[config.mk]
export PLATFORM = sky130hd
export DESIGN_NAME = led_blink_sched
export DESIGN_NICKNAME = d
export VERILOG_FILES = /design/src/rtl/led_sched_pkg.sv /design/src/rtl/led_tick_gen.sv /design/src/rtl/led_blink_sched.sv
export SDC_FILE = /design/constraint.sdc
export NUM_CORES = 1
export LEC_CHECK = 0
export CAP_MARGIN = 10
export CORE_MARGIN = 2
export CORE_UTILIZATION = 48
export CTS_BUF_LIST = sky130_fd_sc_hd__clkbuf_8
export DETAILED_ROUTE_END_ITERATION = 12
export PLACE_DENSITY = 0.8
export SETUP_SLACK_MARGIN = 0.1
export SYNTH_ARGS = -nofsm -noshare
export SYNTH_HDL_FRONTEND = slang
export SYNTH_SLANG_ARGS = --single-unit
[constraint.sdc]
create_clock -name clk -period 2 [get_ports clk]
set_clock_uncertainty 0.05 [all_clocks]
set_input_delay 0.3 -clock clk [delete_from_list [all_inputs] [get_ports clk]]
set_output_delay 0.3 -clock clk [all_outputs]
set_load 0.02 [all_outputs]
[src/rtl/led_sched_pkg.sv]
// Shared types and helpers for the LED bank scheduler and future LED/7-seg arbiters.
package led_sched_pkg;

  typedef enum logic [1:0] {
    IDLE = 2'd0,
    ON   = 2'd1,
    OFF  = 2'd2,
    DONE = 2'd3
  } led_state_e;

  localparam int TICK_DIV_DEFAULT = 25000000;
  localparam int MAX_REQ          = 8;

  // First set bit of vec[n-1:0], searching upward from ptr with wrap; 0 if none set.
  function automatic logic [2:0] ffs_from(input logic [MAX_REQ-1:0] vec,
                                          input logic [2:0]         ptr,
                                          input int                 n);
    logic [2:0] res;
    int         k;
    res = '0;
    for (int i = MAX_REQ - 1; i >= 0; i--) begin
      if (i < n) begin
        k = (int'(ptr) + i) % n;
        if (vec[k[2:0]]) res = k[2:0];
      end
    end
    return res;
  endfunction

endpackage

[src/rtl/led_tick_gen.sv]
// Blink prescaler: counts 0..TICK_DIV-1, pulses tick on the last count, clr realigns to 0.
module led_tick_gen #(
  parameter int TICK_DIV = 4
) (
  input  logic clk,
  input  logic rst_n,
  input  logic clr,
  output logic tick
);

  localparam int CW = (TICK_DIV > 2) ? $clog2(TICK_DIV) : 1;
  localparam logic [CW-1:0] LAST = CW'(TICK_DIV - 1);

  logic [CW-1:0] cnt;

  assign tick = (cnt == LAST);

  always_ff @(posedge clk or negedge rst_n) begin
    if (!rst_n)            cnt <= '0;
    else if (clr || tick)  cnt <= '0;
    else                   cnt <= cnt + 1'b1;
  end

endmodule

[src/rtl/led_blink_sched.sv]
// Round-robin LED bank arbiter and blink sequencer.
// Define LED_SCHED_PRIO_EN for fixed lowest-index-wins priority (no rr_ptr).
//
// state | meaning
// IDLE  | bank free, waiting for any request
// ON    | granted pattern driven on led
// OFF   | led dark, second half of a blink period
// DONE  | one-cycle completion pulse on done[sel]
module led_blink_sched
  import led_sched_pkg::*;
#(
  parameter int TICK_DIV = TICK_DIV_DEFAULT,
  parameter int N_REQ    = 4,
  parameter int LED_W    = 8,
  parameter int DUR_W    = 8
) (
  input  logic                   clk,
  input  logic                   rst_n,
  input  logic [N_REQ-1:0]       req,
  input  logic [N_REQ*LED_W-1:0] req_pat,
  input  logic [N_REQ*DUR_W-1:0] req_dur,
  output logic [N_REQ-1:0]       gnt,
  output logic [N_REQ-1:0]       done,
  output logic [LED_W-1:0]       led,
  output logic                   busy
);

  led_state_e        state, state_nxt;
  logic [2:0]        sel, sel_nxt;
  logic [2:0]        ptr, pick, pick_inc;
  logic [LED_W-1:0]  pat_q, pat_nxt;
  logic [DUR_W-1:0]  rem_q, rem_nxt;
  logic [N_REQ-1:0]  gnt_nxt, done_nxt;
  logic [LED_W-1:0]  led_nxt;
  logic              busy_nxt;
  logic              tick, clr;
  logic [7:0]        req_ext, pick_oh, sel_oh;
  logic [LED_W-1:0]  pick_pat;
  logic [DUR_W-1:0]  pick_dur;

  assign req_ext  = 8'(req);
  assign pick     = ffs_from(req_ext, ptr, N_REQ);
  assign pick_inc = (pick == 3'(N_REQ - 1)) ? 3'd0 : pick + 3'd1;
  assign pick_oh  = 8'd1 << pick;
  assign sel_oh   = 8'd1 << sel;
  assign pick_pat = req_pat[int'(pick)*LED_W +: LED_W];
  assign pick_dur = req_dur[int'(pick)*DUR_W +: DUR_W];

`ifdef LED_SCHED_PRIO_EN
  assign ptr = 3'd0;
`else
  logic [2:0] rr_ptr, rr_nxt;
  assign ptr = rr_ptr;

  always_ff @(posedge clk or negedge rst_n) begin
    if (!rst_n) rr_ptr <= '0;
    else        rr_ptr <= rr_nxt;
  end
`endif

  led_tick_gen #(.TICK_DIV(TICK_DIV)) u_tick (
    .clk   (clk),
    .rst_n (rst_n),
    .clr   (clr),
    .tick  (tick)
  );

  always_ff @(posedge clk or negedge rst_n) begin
    if (!rst_n) begin
      state <= IDLE;
      sel   <= '0;
      pat_q <= '0;
      rem_q <= '0;
      gnt   <= '0;
      done  <= '0;
      led   <= '0;
      busy  <= 1'b0;
    end else begin
      state <= state_nxt;
      sel   <= sel_nxt;
      pat_q <= pat_nxt;
      rem_q <= rem_nxt;
      gnt   <= gnt_nxt;
      done  <= done_nxt;
      led   <= led_nxt;
      busy  <= busy_nxt;
    end
  end

  always_comb begin
    state_nxt = state;
    sel_nxt   = sel;
    pat_nxt   = pat_q;
    rem_nxt   = rem_q;
    gnt_nxt   = gnt;
    done_nxt  = '0;
    led_nxt   = led;
    busy_nxt  = busy;
    clr       = 1'b0;
`ifndef LED_SCHED_PRIO_EN
    rr_nxt    = rr_ptr;
`endif
    case (state)
      IDLE: begin
        gnt_nxt  = '0;
        led_nxt  = '0;
        busy_nxt = 1'b0;
        if (|req) begin
          state_nxt = ON;
          sel_nxt   = pick;
          pat_nxt   = pick_pat;
          rem_nxt   = (pick_dur == '0) ? DUR_W'(1) : pick_dur;
          gnt_nxt   = pick_oh[N_REQ-1:0];
          led_nxt   = pick_pat;
          busy_nxt  = 1'b1;
          clr       = 1'b1;
`ifndef LED_SCHED_PRIO_EN
          rr_nxt    = pick_inc;
`endif
        end
      end
      ON, OFF: begin
        // Abort has priority over a coincident tick.
        if (!req_ext[sel]) begin
          state_nxt = IDLE;
          gnt_nxt   = '0;
          led_nxt   = '0;
          busy_nxt  = 1'b0;
        end else if (tick) begin
          if (state == ON) begin
            state_nxt = OFF;
            led_nxt   = '0;
          end else if (rem_q == DUR_W'(1)) begin
            state_nxt = DONE;
            gnt_nxt   = '0;
            busy_nxt  = 1'b0;
            done_nxt  = sel_oh[N_REQ-1:0];
          end else begin
            state_nxt = ON;
            rem_nxt   = rem_q - 1'b1;
            led_nxt   = pat_q;
          end
        end
      end
      DONE: begin
        state_nxt = IDLE;
      end
      default: state_nxt = IDLE;
    endcase
  end

endmodule

==> metrics.cfg, run 1 <==
[run_status]
status=finished with violations
violations=setup timing

[timing]
finalSetupViolations=50
fin_crit_ns=2.28
hold_viol=0
totalNegativeSetupSlack_ns=-8.52
rsz0062_at_grt=true
maxSlewViolCount=0
whs_ns=0.413
finalCritPeriodShare=1.14
setup_ws_ns=-0.280
tightest_slew_ns=0.599
max_slew_margin=0.600
fmax_mhz=439

[synthesis]
synth_top_cell_by_area=dfrtp_1
ys_ff_latch=64
synthArstFlopShare=1.00
synth.net_count=515
syn_inst=433
yosys.cell_types.count=57
yosys_warnings=0
synthTopCellsByArea=dfrtp_1 41%, nor2_1 4.7%, mux2i_1 4.6%, nand2_1 4.6%, ha_1 3.8%
synth_top_area_frac=0.409
syn_area_per_cell_um2=9.05
syn-cell-area_um2=3920
ys.flop_type=dfrtp_1
synth_edf_count=0
yosysSeqAreaShare=0.409

[job]
drv_cap=0

[clock_tree]
clock_sinks=64
path_clk_slew_ns=0.08
clockBufferDepth=2
cts_root_buf=clkbuf_8
clock_latency_ns=0.37
htree_num_levels=3
cts_tree=done
cts_made_buffers=9

[drt]
ant_nets=0
via_count=4408
firstDrtPassIters=5
via_per_inst=6.21
avgRoutedWirePerCell_um=20.8
drt_iter0_markers=370
drc=0
wl_mm=14.8

[place]
port_buffers=86
dp.final_hpwl_mm=8.29
place.gp.congestion=0.905

[finish]
syn_to_final_growth_pct=66.8
layout-drive-gt1-share=0.344
fin_nets=685
fill_cells=380
n_antenna_cell=0

[worst_hold_path]
hp-class=in -> async

[global_route]
grt_max_degree=33
grt_pass1_vias=4423
grt_pass1_wl_mm=21.4
antenna_found_initial=0
globalRouteTotalUtil=0.315
gr-total-overflow=0

[floorplan]
die_height_um=94.4
fp.dieW_um=94.4
die_area_um2=8900
fp-row-count=32
ios=87
initial_utilization=0.502
coreArea_um2=7810

[worst_setup_path]
crit_type=reg -> reg
start_kind=flop
reg2regPathDepth=9
required_ns=2.24
critPathMaxFanout=6
cp_slowest_cell=or4_4
slowest_delay_ns=0.57
cp_cell_sequence=or4_4 > nor3_4 > a41oi_2 > nor4_4 > buf_4 > buf_12 > nor2_1 > a31o_1 > a21oi_2
crit_arrival_ns=2.52
cp-end-kind=flop

[power]
pwr_density_cell_nw_per_um2=1370
peakVddDrop_mv=0.715
p_leak_nw=2.85

## Yosys cell counts, types with 3 or more instances
cell      number
and3_1        12
xnor2_1        6
o21a_1         3
o2bb2a_2       4
o211ai_1      11
a21oi_1       25
nor3_1         4
a22oi_1        4
o22ai_1        3
nand2_1       48
nand3_1       21
nand4_1       12
nor3b_1        5
clkbuf_1       7
ha_1          12
mux2i_1       18
dfrtp_1       64
xor2_1        15
nand2b_1       4
o21ai_0       23
nor2_1        49
buf_1          3
mux2_2        10
buf_2          4
o2bb2a_1       4
nor4_1         5
inv_1         17
a31o_1         3
## flip-flops by register name, summed over array words and instances, names as in the netlist
signal	flops
rem_q	8
busy	1
ptr	2
done	4
state	2
u_tick.cnt	25
pat_q	8
led	8
sel	2
gnt	4
## stage by stage
step                       util  setup WS (ns)  cells  area (um2)  power [mW]
final                     0.837         -0.280    710        6540        8.96
after detailed placement  0.703         -0.508    667        5490        5.84
after global routing      0.837         -0.336    710        6540        9.31
after global placement    0.703         -0.389    667        5490        5.66
after floorplan               -        -0.0886    433        4060        4.30
after CTS                 0.803         -0.175    701        6270        8.16
## final cells by class
class                           count  area [um2]  share of cell area
Sequential cell                    64        1600               0.245
Inverter                           20        80.1              0.0122
Clock inverter                      6        92.6              0.0142
Timing Repair Buffer              176        1820               0.278
Multi-Input combinational cell    332        2680               0.409
Clock buffer                       10         138              0.0211
Tap cell                          102         128              0.0195
## logic make-up after synthesis
group	share of synthesized area
multiplexers	0.0805
AND/OR/NAND/NOR	0.225
adder cells (fa/ha/maj)	0.0383
flip-flops	0.409
AO/OA/AOI/OAI	0.155
buffers and inverters	0.0457
XOR/XNOR	0.0469
## worst paths after layout
| kind | slack, ns | endpoint | start |
|---|---|---|---|
| max in group asynchronous | 0.88 | ptr[1] | rst_n |
| min in group clk | 0.48 | pat_q[2] | pat_q[2] |
| max reg2reg | -0.28 | rem_q[5] | u_tick.cnt[17] |
| max | -0.28 | rem_q[5] | u_tick.cnt[17] |
| min reg2reg | 0.48 | pat_q[2] | pat_q[2] |
| min | 0.41 | u_tick.cnt[12] | rst_n |
## power by group
part / leakage [nW] / total (mW) / switching, mW / internal, mW
clock: 0.109 / 1.31 / 0.567 / 0.739
combinational: 1.90 / 5.65 / 2.81 / 2.84
sequential: 0.838 / 2.00 / 0.345 / 1.66
total: 2.85 / 8.96 / 3.73 / 5.23
## what timing repair did
item,in CTS,in global routing
pin swaps,24,8
endpoints found under the hold margin,20,0
resized for setup,80,42
endpoints found under the setup margin,62,64
setup buffers,10,7
cloned,7,2
hold buffers,1,0
## placed cells by master (no fill, tap or decap), types with 11 or more instances in the layout
| cell | synthesis | final |
|---|---|---|
| nor2_4 | 0 | 18 |
| o21ai_1 | 1 | 12 |
| mux2i_1 | 18 | 16 |
| nand2_1 | 48 | 42 |
| o211ai_1 | 11 | 11 |
| buf_4 | 2 | 66 |
| a21oi_1 | 25 | 12 |
| nor2_1 | 49 | 25 |
| dfrtp_1 | 64 | 63 |
| nand3_1 | 21 | 19 |
| a21oi_2 | 2 | 13 |
| clkdlybuf4s50_1 | 0 | 82 |
| xor2_1 | 15 | 15 |
| nand4_1 | 12 | 12 |
| inv_1 | 17 | 17 |
## routing by layer
metal  track usage  part of all wire  vias to the layer above  routed length [um]
met5             0                 0                        -                   0
met1         0.363              0.36                     2123                5310
li1              -                 -                     1887                   -
met2         0.548              0.51                      311                7540
met3        0.0630             0.071                       87                1040
met4         0.175             0.060                        0                 882
## critical path, delay by kind of cell (launching register included)
kind	cells	cell delay [ns]
and+or+nand+nor	4	0.93
AOI/OAI and AO/OA	3	0.49
DFF	1	0.40
buffers and inverters	2	0.33
Power figures use the tool's default switching activity.
==> run 2, diff against run 1 <==
CORE_UTILIZATION = 57   (was 48)
PLACE_DENSITY = 0.89   (was 0.8)
clock period = 2.7 ns   (was 2 ns; I/O delays follow)
==> metrics.cfg, run 2 (synthesized netlist as in run 1, its figures left out) <==
[drt]
via_count=3728  ; -15%
firstDrtPassIters=4  ; -1
drt_iter0_markers=222  ; -40%
avgRoutedWirePerCell_um=17.0  ; -18%
wl_mm=10.6  ; -28%
ant_nets=0  ; unchanged
drc=0  ; unchanged
via_per_inst=5.97  ; -3.8%

[place]
dp.final_hpwl_mm=7.51  ; -9.4%
post-place-ws_ns=-0.101  ; +0.407 ns
port_buffers=86  ; unchanged
dp_cells=602  ; -9.7%
placedInstanceArea_um2=4950  ; -9.9%
place.gp.congestion=0.837  ; -7.4%

[floorplan]
initial_utilization=0.583  ; +0.0813
die_height_um=86.9  ; -7.9%
fp.dieW_um=86.9  ; -7.9%
coreArea_um2=6720  ; -14%
fp-row-count=30  ; -6.3%
ios=87  ; unchanged
die_area_um2=7550  ; -15%

[timing]
fmax_mhz=401  ; -8.6%
totalNegativeSetupSlack_ns=0  ; +8.52 ns
hold_viol=0  ; unchanged
finalSetupViolations=0  ; -100%
setup_ws_ns=0.205  ; +0.486 ns
rsz0062_at_grt=false
fin_crit_ns=2.49  ; +0.214 ns
max_slew_margin=0.537  ; -0.0638
tightest_slew_ns=0.695  ; +0.0963 ns
maxSlewViolCount=0  ; unchanged
finalCritPeriodShare=0.924  ; -0.216

[clock_tree]
cts_root_buf=clkbuf_8
path_clk_slew_ns=0.08  ; about the same
htree_num_levels=3  ; unchanged
clock_sinks=64  ; unchanged
cts_tree=done
cts_made_buffers=9  ; unchanged
clockBufferDepth=2  ; unchanged
clock_latency_ns=0.35  ; -0.02 ns

[global_route]
grt_pass1_wl_mm=16.8  ; -21%
antenna_found_initial=0  ; unchanged
gr-total-overflow=0  ; unchanged
grt_max_degree=34  ; +3.0%
use_met3=0.0701  ; +0.00709
grt_use_met2=0.476  ; -0.0716
grt_use_met1=0.352  ; -0.0109
grt-busiest-layer=met2
grt_pass1_vias=3639  ; -18%
globalRouteTotalUtil=0.284  ; -0.0307

[job]
drv_cap=0  ; unchanged

[power]
p_comb_frac=0.495  ; -0.136
swShare=0.417  ; +0.00165
power_frac_seq=0.307  ; +0.084
peakVddDrop_mv=0.697  ; -2.6%
p_total_mw=4.78  ; -47%
clkPwrFrac=0.198  ; +0.052
pwr_density_cell_nw_per_um2=914  ; -33%
p_leak_nw=2.31  ; -19%
internal_power_mw=2.79  ; -47%
power.switching_mw=2.00  ; -46%

[finish]
n_antenna_cell=0  ; unchanged
largest_reg_flops=25  ; unchanged
syn_to_final_growth_pct=33.5
postLayoutCellArea_um2=5230  ; -20%
final_common_cell=clkdlybuf4s50_1
final_cell_mix=85 x clkdlybuf4s50_1, 64 x dfrtp_1, 49 x nor2_1
layout-drive-gt1-share=0.127  ; -0.217
stdcell_count=624  ; -12%
regMostFlops=u_tick.cnt
fin_nets=621  ; -9.3%

[worst_setup_path]
critPathMaxFanout=11  ; +5
crit_type=reg -> reg
cp_cell_sequence=mux4_2 > a21boi_1 > a41oi_1 > nor4_4 > buf_4 > nand3_1 > o21ai_0 > a21oi_1
crit_buf_inv=1  ; -1
required_ns=2.93  ; +0.69 ns
cp_slowest_cell=mux4_2
crit_arrival_ns=2.72  ; +0.20 ns
start_kind=flop
cpLargestDelayFamily=compound AO/OA/AOI/OAI gates
cp-end-kind=flop
slowest_delay_ns=0.57  ; about the same

[run_status]
status=finished clean

[worst_hold_path]
hp-class=in -> async

[run 2: changes by cell type in the layout (fill, tap and decap cells not counted), moves of 11 or more]
cell / before / now
buf_4: 66 / 24
o21ai_0: 6 / 23
nor2_1: 25 / 49
nor2_4: 18 / 0
a21oi_1: 12 / 25
o21ai_1: 12 / 1
a21oi_2: 13 / 2
[run 2: what timing repair did]
action | CTS | global route
setup endpoints to repair | 0 | 11
endpoints found under the hold margin | 11 | 0
gates resized for setup | 0 | 1
hold buffers | 1 | 0
setup buffers | 0 | 4
[run 2: power by group through the flow]
stage	clock, mW	sequential (mW)	combinational [mW]
6_report	0.947	1.47	2.37
5_1_grt	0.995	1.49	2.59
4_1_cts	0.948	1.45	2.30
3_5_place_dp	0	1.46	2.27
3_3_place_gp	0	1.45	2.16
2_1_floorplan	0	1.52	1.44
[run 2: layer usage]
metal	part of all wire	wire length, um
met1	0.39	4120
met2	0.53	5600
met3	0.050	537
met4	0.036	380
met5	0	0
[run 2: layout make-up]
| class | count | area [um2] |
|---|---|---|
| clock buffers | 9 | 124 |
| repair buffers | 112 | 1070 |
| well taps | 80 | 100 |
| fillers | 430 | 1490 |
| clock inverters | 7 | 101 |
| flip-flops and latches | 64 | 1600 |
| multi-input cells | 332 | 2160 |
| inverters | 20 | 80.1 |
[run 2: path summary, 6_finish.rpt]
check                            start  endpoint  depth (start not counted)  slack (ns)
worst max-delay path            sel[0]  rem_q[2]                          8        0.21
worst min-delay path             rst_n  rem_q[3]                          2        0.43
worst min register to register  gnt[3]    gnt[3]                          2        0.45
worst max register to register  sel[0]  rem_q[2]                          8        0.21
min in group clk                gnt[3]    gnt[3]                          2        0.45
max in group asynchronous        rst_n      busy                          3        1.61
[run 2: worst reg2reg max path, stage by stage (launching register included)]
cell and delay [ns]:
dfrtp_1 0.49, mux4_2 0.57, a21boi_1 0.15, a41oi_1 0.54, nor4_4 0.09, buf_4 0.20
nand3_1 0.09, o21ai_0 0.09, a21oi_1 0.15
[run 2: per-stage QoR]
step                      utilization  hold slack, ns
after global placement          0.736           0.273
after global routing            0.779           0.443
after detailed placement        0.736           0.271
after CTS                       0.771           0.427
final                           0.779           0.425
after floorplan                     -          0.0594
==> run 3, diff against run 2 <==
TNS_END_PERCENT = 20   (was unset)
==> metrics.cfg, run 3 (synthesized netlist as in run 1, its figures left out) <==
[timing]
fin_crit_ns=2.51  ; +0.0157 ns
max_slew_margin=0.535  ; -0.00118
finalSetupViolations=0  ; unchanged
fmax_mhz=398  ; -0.63%
setup_ws_ns=0.190  ; -0.0157 ns
rsz0062_at_grt=true
tightest_slew_ns=0.697  ; +0.00177 ns
hold_viol=0  ; unchanged
whs_ns=0.425  ; -0.000230 ns
finalCritPeriodShare=0.930  ; +0.00583
maxSlewViolCount=0  ; unchanged

[clock_tree]
clock_sinks=64  ; unchanged
clockBufferDepth=2  ; unchanged
cts_made_buffers=9  ; unchanged
path_clk_slew_ns=0.08  ; about the same
cts_root_buf=clkbuf_8
htree_num_levels=3  ; unchanged
clock_latency_ns=0.36  ; about the same
cts_tree=done

[worst_setup_path]
r2r_setup_slack_ns=0.19  ; -0.02 ns
crit_arrival_ns=2.74  ; +0.02 ns
reg2reg_to=rem_q[2]
critPathMaxFanout=11  ; unchanged
crit_type=reg -> reg
crit_path_end=rem_q[2]
reg2regPathDepth=8  ; unchanged
startpoint=sel[0]
required_ns=2.93  ; about the same
reg2reg_from=sel[0]
cp-end-kind=flop
start_kind=flop

[floorplan]
ios=87  ; unchanged
coreArea_um2=6720  ; unchanged
fp-row-count=30  ; unchanged
die_area_um2=7550  ; unchanged
die_height_um=86.9  ; unchanged
fp.dieW_um=86.9  ; unchanged
initial_utilization=0.583  ; unchanged

[power]
power.switching_mw=1.99  ; -0.27%
peakVddDrop_mv=0.705  ; +1.1%
p_total_mw=4.78  ; -0.12%
p_comb_frac=0.495  ; about the same
power_frac_seq=0.307  ; about the same
swShare=0.417  ; -0.000609
clkPwrFrac=0.198  ; about the same
p_leak_nw=2.30  ; -0.54%
internal_power_mw=2.78  ; about the same
pwr_density_cell_nw_per_um2=917  ; +0.31%

[job]
drv_cap=0  ; unchanged

[global_route]
grt_pass1_wl_mm=16.8  ; unchanged
gr-total-overflow=0  ; unchanged
globalRouteTotalUtil=0.284  ; unchanged
grt_max_degree=34  ; unchanged
grt_pass1_vias=3639  ; unchanged
antenna_found_initial=0  ; unchanged

[worst_hold_path]
hp-class=in -> async

[finish]
final_common_cell=clkdlybuf4s50_1
final_cell_mix=85 x clkdlybuf4s50_1, 64 x dfrtp_1, 49 x nor2_1
syn_to_final_growth_pct=33.0
largest_reg_flops=25  ; unchanged
layout-drive-gt1-share=0.122  ; -0.00484
regMostFlops=u_tick.cnt
stdcell_count=621  ; -0.48%
n_antenna_cell=0  ; unchanged
final_core_util=0.775  ; -0.00335
fin_nets=618  ; -0.48%

[drt]
ant_nets=0  ; unchanged
via_count=3692  ; -0.97%
drc=0  ; unchanged
firstDrtPassIters=4  ; unchanged
via_per_inst=5.95  ; -0.49%
avgRoutedWirePerCell_um=16.8  ; -1.8%
drt_iter0_markers=233  ; +5.0%
wl_mm=10.4  ; -2.2%

[run_status]
status=finished clean

[place]
post-place-ws_ns=-0.101  ; unchanged
dp.final_hpwl_mm=7.51  ; unchanged
port_buffers=86  ; unchanged
place.gp.congestion=0.837  ; unchanged
dp_cells=602  ; unchanged

-- run 3: cell count changes in the layout (fill, tap and decap cells not counted), sizes merged --
cell,delta
buf,-3
-- run 3: worst min-delay path by stage --
| stage | start | to | slack (ns) |
|---|---|---|---|
| after floorplan | rst_n | busy | 0.06 |
| after global placement | rst_n | rem_q[1] | 0.27 |
| after detailed placement | rst_n | rem_q[3] | 0.27 |
| after CTS | rst_n | rem_q[3] | 0.43 |
| final | rst_n | rem_q[3] | 0.43 |
| after global routing | rst_n | rem_q[3] | 0.44 |
-- run 3: per-layer routing --
layer / track usage / up-vias / wire (um)
li1: - / 1758 / -
met1: 0.352 / 1778 / 4170
met2: 0.476 / 127 / 5370
met3: 0.0701 / 29 / 545
met4: 0.115 / 0 / 321
met5: 0 / - / 0
-- run 3: area by class of cell --
class / count / area [um2]
fill: 435 / 1510
clock inverter: 7 / 101
timing repair buffer: 109 / 1040
clock buffer: 9 / 124
multi-input combinational: 332 / 2160
inverter: 20 / 80.1
sequential: 64 / 1600
tap: 80 / 100
-- run 3: critical path: stages (launching register included) --
cell	delay [ns]
dfrtp_1	0.49
mux4_2	0.57
a21boi_1	0.15
a41oi_1	0.55
nor4_4	0.09
buf_4	0.20
nand3_1	0.09
o21ai_0	0.09
a21oi_1	0.15
-- run 3: metrics by stage --
step           cell area (um2)  setup TNS [ns]
2_1_floorplan             3920               0
3_3_place_gp              4950         -0.0203
3_5_place_dp              4950          -0.556
4_1_cts                   5180               0
5_1_grt                   5210               0
6_report                  5210               0
-- run 3: power by group through the flow --
stage / clock (mW) / sequential [mW] / combinational (mW)
after global placement: 0 / 1.45 / 2.16
final: 0.946 / 1.47 / 2.36
after detailed placement: 0 / 1.46 / 2.27
after CTS: 0.948 / 1.45 / 2.30
after floorplan: 0 / 1.52 / 1.44
after global routing: 0.990 / 1.49 / 2.59
-- run 3: what timing repair did --
item / CTS / global route
resized for setup: 0 / 1
setup endpoints to repair: 0 / 11
endpoints found under the hold margin: 11 / 0
hold buffers: 1 / 0
buffers inserted: 0 / 1
